**src/rtl/rvsteel_reset_pkg.sv**
```systemverilog
`default_nettype none
// ============================================================================
// Module  : rvsteel_reset_pkg
// Brief   : Shared FSM encodings and counter sizing for the reset conditioner.
// Revision: 1.0 - initial release
// ============================================================================
package rvsteel_reset_pkg;

  typedef enum logic [1:0] {
    HOLD    = 2'd0,
    RUN     = 2'd1,
    PRESSED = 2'd2
  } rst_state_e;

  // Bits needed to hold 0..n inclusive; never less than one bit.
  function automatic int cnt_width(input int n);
    return (n < 1) ? 1 : $clog2(n + 1);
  endfunction

endpackage
`default_nettype wire

```
**src/rtl/button_debouncer.sv**
```systemverilog
`default_nettype none
// ============================================================================
// Module  : button_debouncer
// Brief   : Two-flop synchronizer, polarity normalize and counter debounce.
// Revision: 1.0 - initial release
// ============================================================================
module button_debouncer
  import rvsteel_reset_pkg::*;
#(
  parameter int DEBOUNCE_CYCLES    = 500000,
  parameter bit BUTTON_ACTIVE_HIGH = 1'b1
) (
  input  logic clock,
  input  logic reset,
  input  logic button,
  output logic button_level,
  output logic button_pressed,
  output logic stable
);

  localparam int            DW       = cnt_width(DEBOUNCE_CYCLES);
  localparam logic [DW-1:0] DEB_LAST = DW'(DEBOUNCE_CYCLES - 1);
  localparam logic [DW-1:0] DEB_MAX  = DW'(DEBOUNCE_CYCLES);
  localparam logic          IDLE_RAW = !BUTTON_ACTIVE_HIGH;

  logic [1:0]    sync_q, sync_d;
  logic          sample;
  logic [DW-1:0] deb_cnt_q, deb_cnt_d;
  logic          level_q, level_d;
  logic          level_dly_q;
  logic          pressed_q, pressed_d;

  always_comb begin
    sync_d    = {sync_q[0], button};
    sample    = BUTTON_ACTIVE_HIGH ? sync_q[1] : ~sync_q[1];
    deb_cnt_d = deb_cnt_q;
    level_d   = level_q;
    if (sample == level_q) begin
      deb_cnt_d = '0;
    end else if (deb_cnt_q == DEB_LAST) begin
      level_d   = ~level_q;
      deb_cnt_d = '0;
    end else if (deb_cnt_q != DEB_MAX) begin
      deb_cnt_d = deb_cnt_q + DW'(1);
    end
    // Pulse one cycle after the debounced level rises.
    pressed_d = level_q & ~level_dly_q;
  end

  always_ff @(posedge clock or posedge reset) begin
    if (reset) begin
      sync_q      <= {2{IDLE_RAW}};
      deb_cnt_q   <= '0;
      level_q     <= 1'b0;
      level_dly_q <= 1'b0;
      pressed_q   <= 1'b0;
    end else begin
      sync_q      <= sync_d;
      deb_cnt_q   <= deb_cnt_d;
      level_q     <= level_d;
      level_dly_q <= level_q;
      pressed_q   <= pressed_d;
    end
  end

  assign button_level   = level_q;
  assign button_pressed = pressed_q;
  assign stable         = (deb_cnt_q == '0);

endmodule
`default_nettype wire

```
**src/rtl/board_reset_conditioner.sv**
```systemverilog
`default_nettype none
// ============================================================================
// Module  : board_reset_conditioner
// Brief   : Push-button reset conditioner with release stretch; optional
//           power-on hold selected by RESET_CONDITIONER_POR_EN.
// Revision: 1.0 - initial release
// ============================================================================
module board_reset_conditioner
  import rvsteel_reset_pkg::*;
#(
  parameter int DEBOUNCE_CYCLES    = 500000,
  parameter int STRETCH_CYCLES     = 1024,
  parameter bit BUTTON_ACTIVE_HIGH = 1'b1,
  parameter int POR_CYCLES         = 65536
) (
  input  logic clock,
  input  logic reset,
  input  logic button,
  output logic reset_out,
  output logic button_level,
  output logic button_pressed
);

  localparam int            SW       = cnt_width(STRETCH_CYCLES);
  localparam logic [SW-1:0] STR_LAST = SW'(STRETCH_CYCLES - 1);

  if (DEBOUNCE_CYCLES < 1 || STRETCH_CYCLES < 1 || POR_CYCLES < 1) begin : g_param_check
    $error("board_reset_conditioner: cycle parameters must be >= 1");
  end

  rst_state_e    state_q, state_d;
  logic [SW-1:0] str_cnt_q, str_cnt_d;
  logic          level_seen_q;
  logic          stable;
  logic          fsm_reset_d;
  logic          reset_out_d;
  logic          reset_out_q;

  button_debouncer #(
    .DEBOUNCE_CYCLES    (DEBOUNCE_CYCLES),
    .BUTTON_ACTIVE_HIGH (BUTTON_ACTIVE_HIGH)
  ) u_debouncer (
    .clock          (clock),
    .reset          (reset),
    .button         (button),
    .button_level   (button_level),
    .button_pressed (button_pressed),
    .stable         (stable)
  );

  always_comb begin
    state_d   = state_q;
    str_cnt_d = str_cnt_q;
    case (state_q)
      HOLD: begin
        // Clearing for one extra cycle after a release inside HOLD gives the
        // same release-to-deassert delay as the PRESSED->HOLD path.
        if (button_level || level_seen_q) begin
          str_cnt_d = '0;
        end else if (str_cnt_q == STR_LAST && stable) begin
          state_d   = RUN;
          str_cnt_d = '0;
        end else if (str_cnt_q != STR_LAST) begin
          str_cnt_d = str_cnt_q + SW'(1);
        end
      end
      RUN: begin
        str_cnt_d = '0;
        if (button_level) state_d = PRESSED;
      end
      PRESSED: begin
        str_cnt_d = '0;
        if (!button_level) state_d = HOLD;
      end
      default: begin
        state_d   = HOLD;
        str_cnt_d = '0;
      end
    endcase
    fsm_reset_d = (state_d != RUN);
  end

`ifdef RESET_CONDITIONER_POR_EN
  localparam int            PW       = cnt_width(POR_CYCLES);
  localparam logic [PW-1:0] POR_LAST = PW'(POR_CYCLES - 1);

  // Power-up value only; the reset port deliberately does not clear it.
  logic [PW-1:0] por_cnt_q = '0;
  logic [PW-1:0] por_cnt_d;
  logic          por_done;

  always_comb begin
    por_done  = (por_cnt_q == POR_LAST);
    por_cnt_d = por_done ? por_cnt_q : por_cnt_q + PW'(1);
  end

  always_ff @(posedge clock) begin
    por_cnt_q <= por_cnt_d;
  end

  assign reset_out_d = fsm_reset_d | ~por_done;
`else
  assign reset_out_d = fsm_reset_d;
`endif

  always_ff @(posedge clock or posedge reset) begin
    if (reset) begin
      state_q      <= HOLD;
      str_cnt_q    <= '0;
      level_seen_q <= 1'b0;
      reset_out_q  <= 1'b1;
    end else begin
      state_q      <= state_d;
      str_cnt_q    <= str_cnt_d;
      level_seen_q <= button_level;
      reset_out_q  <= reset_out_d;
    end
  end

  assign reset_out = reset_out_q;

endmodule
`default_nettype wire
```
**config.mk**
```make
export PLATFORM = sky130hd
export DESIGN_NAME = board_reset_conditioner
export DESIGN_NICKNAME = d
export VERILOG_FILES = /design/src/rtl/rvsteel_reset_pkg.sv /design/src/rtl/button_debouncer.sv /design/src/rtl/board_reset_conditioner.sv
export SDC_FILE = /design/constraint.sdc
export NUM_CORES = 1
export LEC_CHECK = 0
export CAP_MARGIN = 20
export CELL_PAD_IN_SITES_DETAIL_PLACEMENT = 0
export CELL_PAD_IN_SITES_GLOBAL_PLACEMENT = 2
export CORE_MARGIN = 3
export CORE_UTILIZATION = 36
export CTS_CLUSTER_DIAMETER = 100
export DETAILED_ROUTE_END_ITERATION = 8
export PLACE_DENSITY = 0.82
export SYNTH_ARGS = -nofsm -noshare
export SYNTH_HDL_FRONTEND = slang
export SYNTH_HIERARCHICAL = 1
export SYNTH_SLANG_ARGS = --single-unit
```
**constraint.sdc**
```tcl
create_clock -name clock -period 2.3 [get_ports clock]
set_input_delay 0.46 -clock clock [delete_from_list [all_inputs] [get_ports clock]]
set_output_delay 0.46 -clock clock [all_outputs]
set_load 0.02 [all_outputs]
```
==> summary by stage <==
Place
The total half-perimeter wirelength after legalization and detailed placement is 3250 um. The placer congestion estimate is about 0.88. In this run the tool buffered the top-level ports with 5 buffer cells. The total instance count after detailed placement is ~300.

Synthesis
The post-synthesis cell area is 2030 um2. The count of unique library cells instantiated by Yosys is between 40 and 50. In this run, synthesis inferred 0 flip-flops with an integrated enable. Sorting the synthesized cells by area gives the leading types as sky130_fd_sc_hd__dfrtp_1 47%, sky130_fd_sc_hd__xor2_1 4.8%, sky130_fd_sc_hd__nand4_1 3.7%, sky130_fd_sc_hd__nand3_1 3.0%, sky130_fd_sc_hd__nor2_1 3.0%. During synthesis, Yosys emitted a total of 6 warnings. The share of the Yosys chip area taken by registers is about half. The synthesized netlist devotes approximately 1.9% of its cell area to adder and majority cells. After Yosys synthesis, XOR and XNOR cells account for a little over 6% of the synthesized area. The net count after synthesis is slightly above 200.

The main combinational cell family by area after synthesis is simple AND/OR/NAND/NOR gates. Averaged over all synthesized cells, the footprint is around 10 um2. Synthesis handed over a netlist of about 200 instances.

Summed over all instances, the cell type with the most area after synthesis is sky130_fd_sc_hd__dfrtp_1. The share of synthesized flip-flops with an asynchronous set or reset is 100%. The top cell type's share of synthesized area is between 40% and 50%. Among all flip-flop cells after synthesis, the most frequent one is sky130_fd_sc_hd__dfrtp_1. Summing the areas of all and, or, nand and nor instances in the mapped netlist gives between 20 and 30% of the synthesized area. Synthesis inferred 39 register bits. The synthesized netlist devotes a little over a tenth of its cell area to compound gates. The share of synthesized area spent on multiplexers is under 10%.

Clocking
The cell sitting at the root of the clock tree is a sky130_fd_sc_hd__clkbuf_8. No sink is reached through more buffers than the 2 on the longest clock path. In this run the number of H-tree levels came out at 2.

The clock latency on the worst-skew pair is 0.29 ns. The TritonCTS clock tree is done. The clock sink total is 39. Counting the buffers created by CTS gives 5. Clock-pin slew was measured on the worst setup and hold paths at around 0.08 ns.

Layout
0 antenna diodes ended up in the layout. Compared with the post-synthesis result, the final layout area differs by 23.5%. Leaving out filler cells and counting taps, the final layout contains between 300 and 400. In the layout the commonest cells are 38 x sky130_fd_sc_hd__dfrtp_1, 24 x sky130_fd_sc_hd__buf_4, 16 x sky130_fd_sc_hd__nor2_1, 13 x sky130_fd_sc_hd__nand2_1. The count of filler cells inserted in the layout is 510. The library cell used most frequently in the layout, excluding fill and tap cells, is sky130_fd_sc_hd__dfrtp_1. The layout cell share with drive strength beyond 1 is a little over a quarter. The core occupancy in the finished layout is a little under half. The count of nets after finishing is 240.

Outcome
The flow ran to the end, and the final reports show no timing, DRC or antenna violations.

Critical path
For this run, the slowest stage of the critical path takes approximately 0.52 ns. The number of buffers and inverters on the critical path is 0. The data required time at the worst endpoint is between 2 and 3 ns. The critical path launch point type is a flop.

The path depth of the worst reg2reg path is 7. The worst path arrival time is roughly 2.4 ns. The largest fanout on the critical path is 2. Traced cell by cell, the critical path runs through nor4_2 -> nand2_1 -> nor3_2 -> nand4bb_4 -> nor4_4 -> or4_4 -> a21oi_2. The setup path with the least slack is of type reg2reg. The capture instance of the worst register-to-register path is str_cnt_q[9]$_DFFE_PP0P_. The worst register-to-register path begins at u_debouncer/deb_cnt_q[11]$_DFFE_PP0P_.

The worst setup path is captured at a flop. The slack of the worst reg-to-reg path is 0.15 ns. In this design, the largest share of critical-path delay is due to simple AND/OR/NAND/NOR gates. The largest individual stage delay along the critical path comes from the cell sky130_fd_sc_hd__or4_4.

Min path
The hold path endpoint is u_debouncer/sync_q[1]$_DFF_PP0_. The worst min-delay path category is reg2reg. The worst hold path begins at u_debouncer/sync_q[0]$_DFF_PP0_. The worst hold path stage count is 0.

Timing
Setup repair after global routing left no endpoint under its margin. The final clock skew is about 0.01 ns. The number of hold-slack violations in the final timing report is 0. The final critical path takes up 93.3% of the cycle. Headroom to the max-slew limit came out at approximately three fifths. Based on the critical path, the design can be clocked at up to 0.466 GHz. Summed over all failing endpoints, the final setup total negative slack is 0 ns. The final number of max-transition violations was 0. The slew at the pin closest to its max-slew limit is approximately 0.57 ns.

The smallest hold slack is 0.352 ns. The smallest clock period supported by the final layout is computed as 2.15 ns. Setup violations remaining at the end of the flow were counted as 0.

Detailed routing
The count of nets left with antenna violations after detail routing is 0. Summed over all nets, wire length on met2 after detailed routing comes to ~2300 um. The first TritonRoute pass finished after 4 iterations. The uppermost layer routed is met4.

The DRC violations left is 0. The detailed router put a total of just over 2000 um of wire on met1. In the routed layout, each cell is associated on average with a via count of around 5.5.

After the first detailed-routing iteration, the DRC count stood at 56. Dividing the detail-routed wire length by the instance count gives roughly 15 um. The detailed-route wire length is 4520 um. The total via count in the routed design is 1682. Wire segments on met3 add up to just over 90 um in the final route.

GRT
The global-route usage over all layers is between 10% and 20%. The total congestion overflow is 0. The initial antenna violation count was 0. The number of global-route vias before repair is 1733. Entering global routing, the biggest net connects 25 pins. The wire length of the first global-routing pass is between 7000 and 8000 um.

Power and ir drop
Overall power consumption after layout is estimated at 0.00127 W. IR analysis of the VDD net gives a maximum drop of around 0.29 mV. Power spread over the standard cell area amounts to between 500 and 600 nW/um2. The static power due to leakage is 1.07 nW.

Floorplanning
The area of the core region is about 5300 um2. The y dimension of the die is a little over 80 um. 6 I/O pins were placed. In this run the core area contains 26 standard-cell rows.

The die area is between 6000 and 7000 um2. The starting utilization of the core area is between 30 and 40%. The die span in x is just over 80 um.

Run
The max-capacitance violation count is 0.
==> per-stage QoR <==
stage,cell area (um2),worst slack (ns)
6_report,2500,0.155
5_1_grt,2500,0.0148
4_1_cts,2440,0.0194
3_5_place_dp,2330,0.0193
3_3_place_gp,2330,0.0642
2_1_floorplan,2040,0.0431
==> Yosys cell counts (all sizes together), types with 2 or more instances <==
cell and count:
or4 4, nand3 14, inv 7, nand2 13, xor2 11, nor2b 2, buf 4, and3 4
a21oi 9, o21a 2, dfrtp 38, a211oi 2, or2 3, nor2 16, nand4 12, or3 7
and4 4, and2 3, nor4 7, o31ai 5, xnor2 3, nor3 9, o21ai 7, ha 3
a31oi 2
==> layer usage <==
metal / vias to the layer above / global-route usage (%)
met5: - / 0
met4: 0 / 6.59
met3: 7 / 3.77
met2: 22 / 26.0
met1: 839 / 19.1
li1: 814 / -
==> registers in the layout (all words and copies together) (netlist names) <==
signal and count:
reset_out 1, str_cnt_q 11, u_debouncer/level_dly_q 1, u_debouncer/sync_q 2, level_seen_q 1, state_q 2
u_debouncer/button_pressed 1, u_debouncer/deb_cnt_q 19, u_debouncer/button_level 1
==> worst reg2reg max path, stage by stage, from the launching register on <==
cell,delay [ns]
sky130_fd_sc_hd__dfrtp_1,0.40
sky130_fd_sc_hd__nor4_2,0.34
sky130_fd_sc_hd__nand2_1,0.18
sky130_fd_sc_hd__nor3_2,0.25
sky130_fd_sc_hd__nand4bb_4,0.21
sky130_fd_sc_hd__nor4_4,0.05
sky130_fd_sc_hd__or4_4,0.52
sky130_fd_sc_hd__a21oi_2,0.14
==> area by class of cell <==
| cell class | count | area (um2) | area share, % |
|---|---|---|---|
| multi-input combinational | 151 | 1070 | 42.8 |
| sequential | 39 | 977 | 39.0 |
| timing repair buffer | 30 | 241 | 9.65 |
| tap | 70 | 87.6 | 3.50 |
| clock buffer | 6 | 82.6 | 3.30 |
| inverter | 7 | 26.3 | 1.05 |
| clock inverter | 2 | 16.3 | 0.650 |
==> how the worst max path moves through the flow <==
stage,start,to,cells past startpoint
after floorplan,u_debouncer/deb_cnt_q[7]$_DFFE_PP0P_,str_cnt_q[9]$_DFFE_PP0P_,7
after detailed placement,u_debouncer/deb_cnt_q[1]$_DFFE_PP0P_,str_cnt_q[7]$_DFFE_PP0P_,10
after global placement,u_debouncer/deb_cnt_q[1]$_DFFE_PP0P_,str_cnt_q[9]$_DFFE_PP0P_,9
after global routing,u_debouncer/deb_cnt_q[1]$_DFFE_PP0P_,str_cnt_q[9]$_DFFE_PP0P_,9
final,u_debouncer/deb_cnt_q[11]$_DFFE_PP0P_,str_cnt_q[9]$_DFFE_PP0P_,7
after CTS,u_debouncer/deb_cnt_q[11]$_DFFE_PP0P_,str_cnt_q[7]$_DFFE_PP0P_,8
==> power by group <==
group / internal, W / leakage (nW) / switching, W / total [W]
Clock: 0.000245 / 0.0474 / 0.000247 / 0.000492
Combinational: 0.0000384 / 0.506 / 0.0000422 / 0.0000806
Sequential: 0.000691 / 0.520 / 0.00000389 / 0.000695
==> cell families (layout without fill, tap and decap cells) <==
group	Yosys count	in the layout
DFF	39	39
buffers and inverters	11	45
xor gates and xnor gates	14	14
adders and majority gates	3	3
muxes	2	2
AOI/OAI and AO/OA	31	31
and+or+nand+nor	101	101
==> what timing repair did <==
action | 4_1_cts | 5_1_grt
gates resized for setup | 1 | 13
hold buffers | 0 | 0
buffers inserted | 0 | 1
pin swaps | 0 | 2
setup endpoints to repair | 2 | 4
endpoints found under the hold margin | 0 | 0
(Power assumes the default switching activity.)
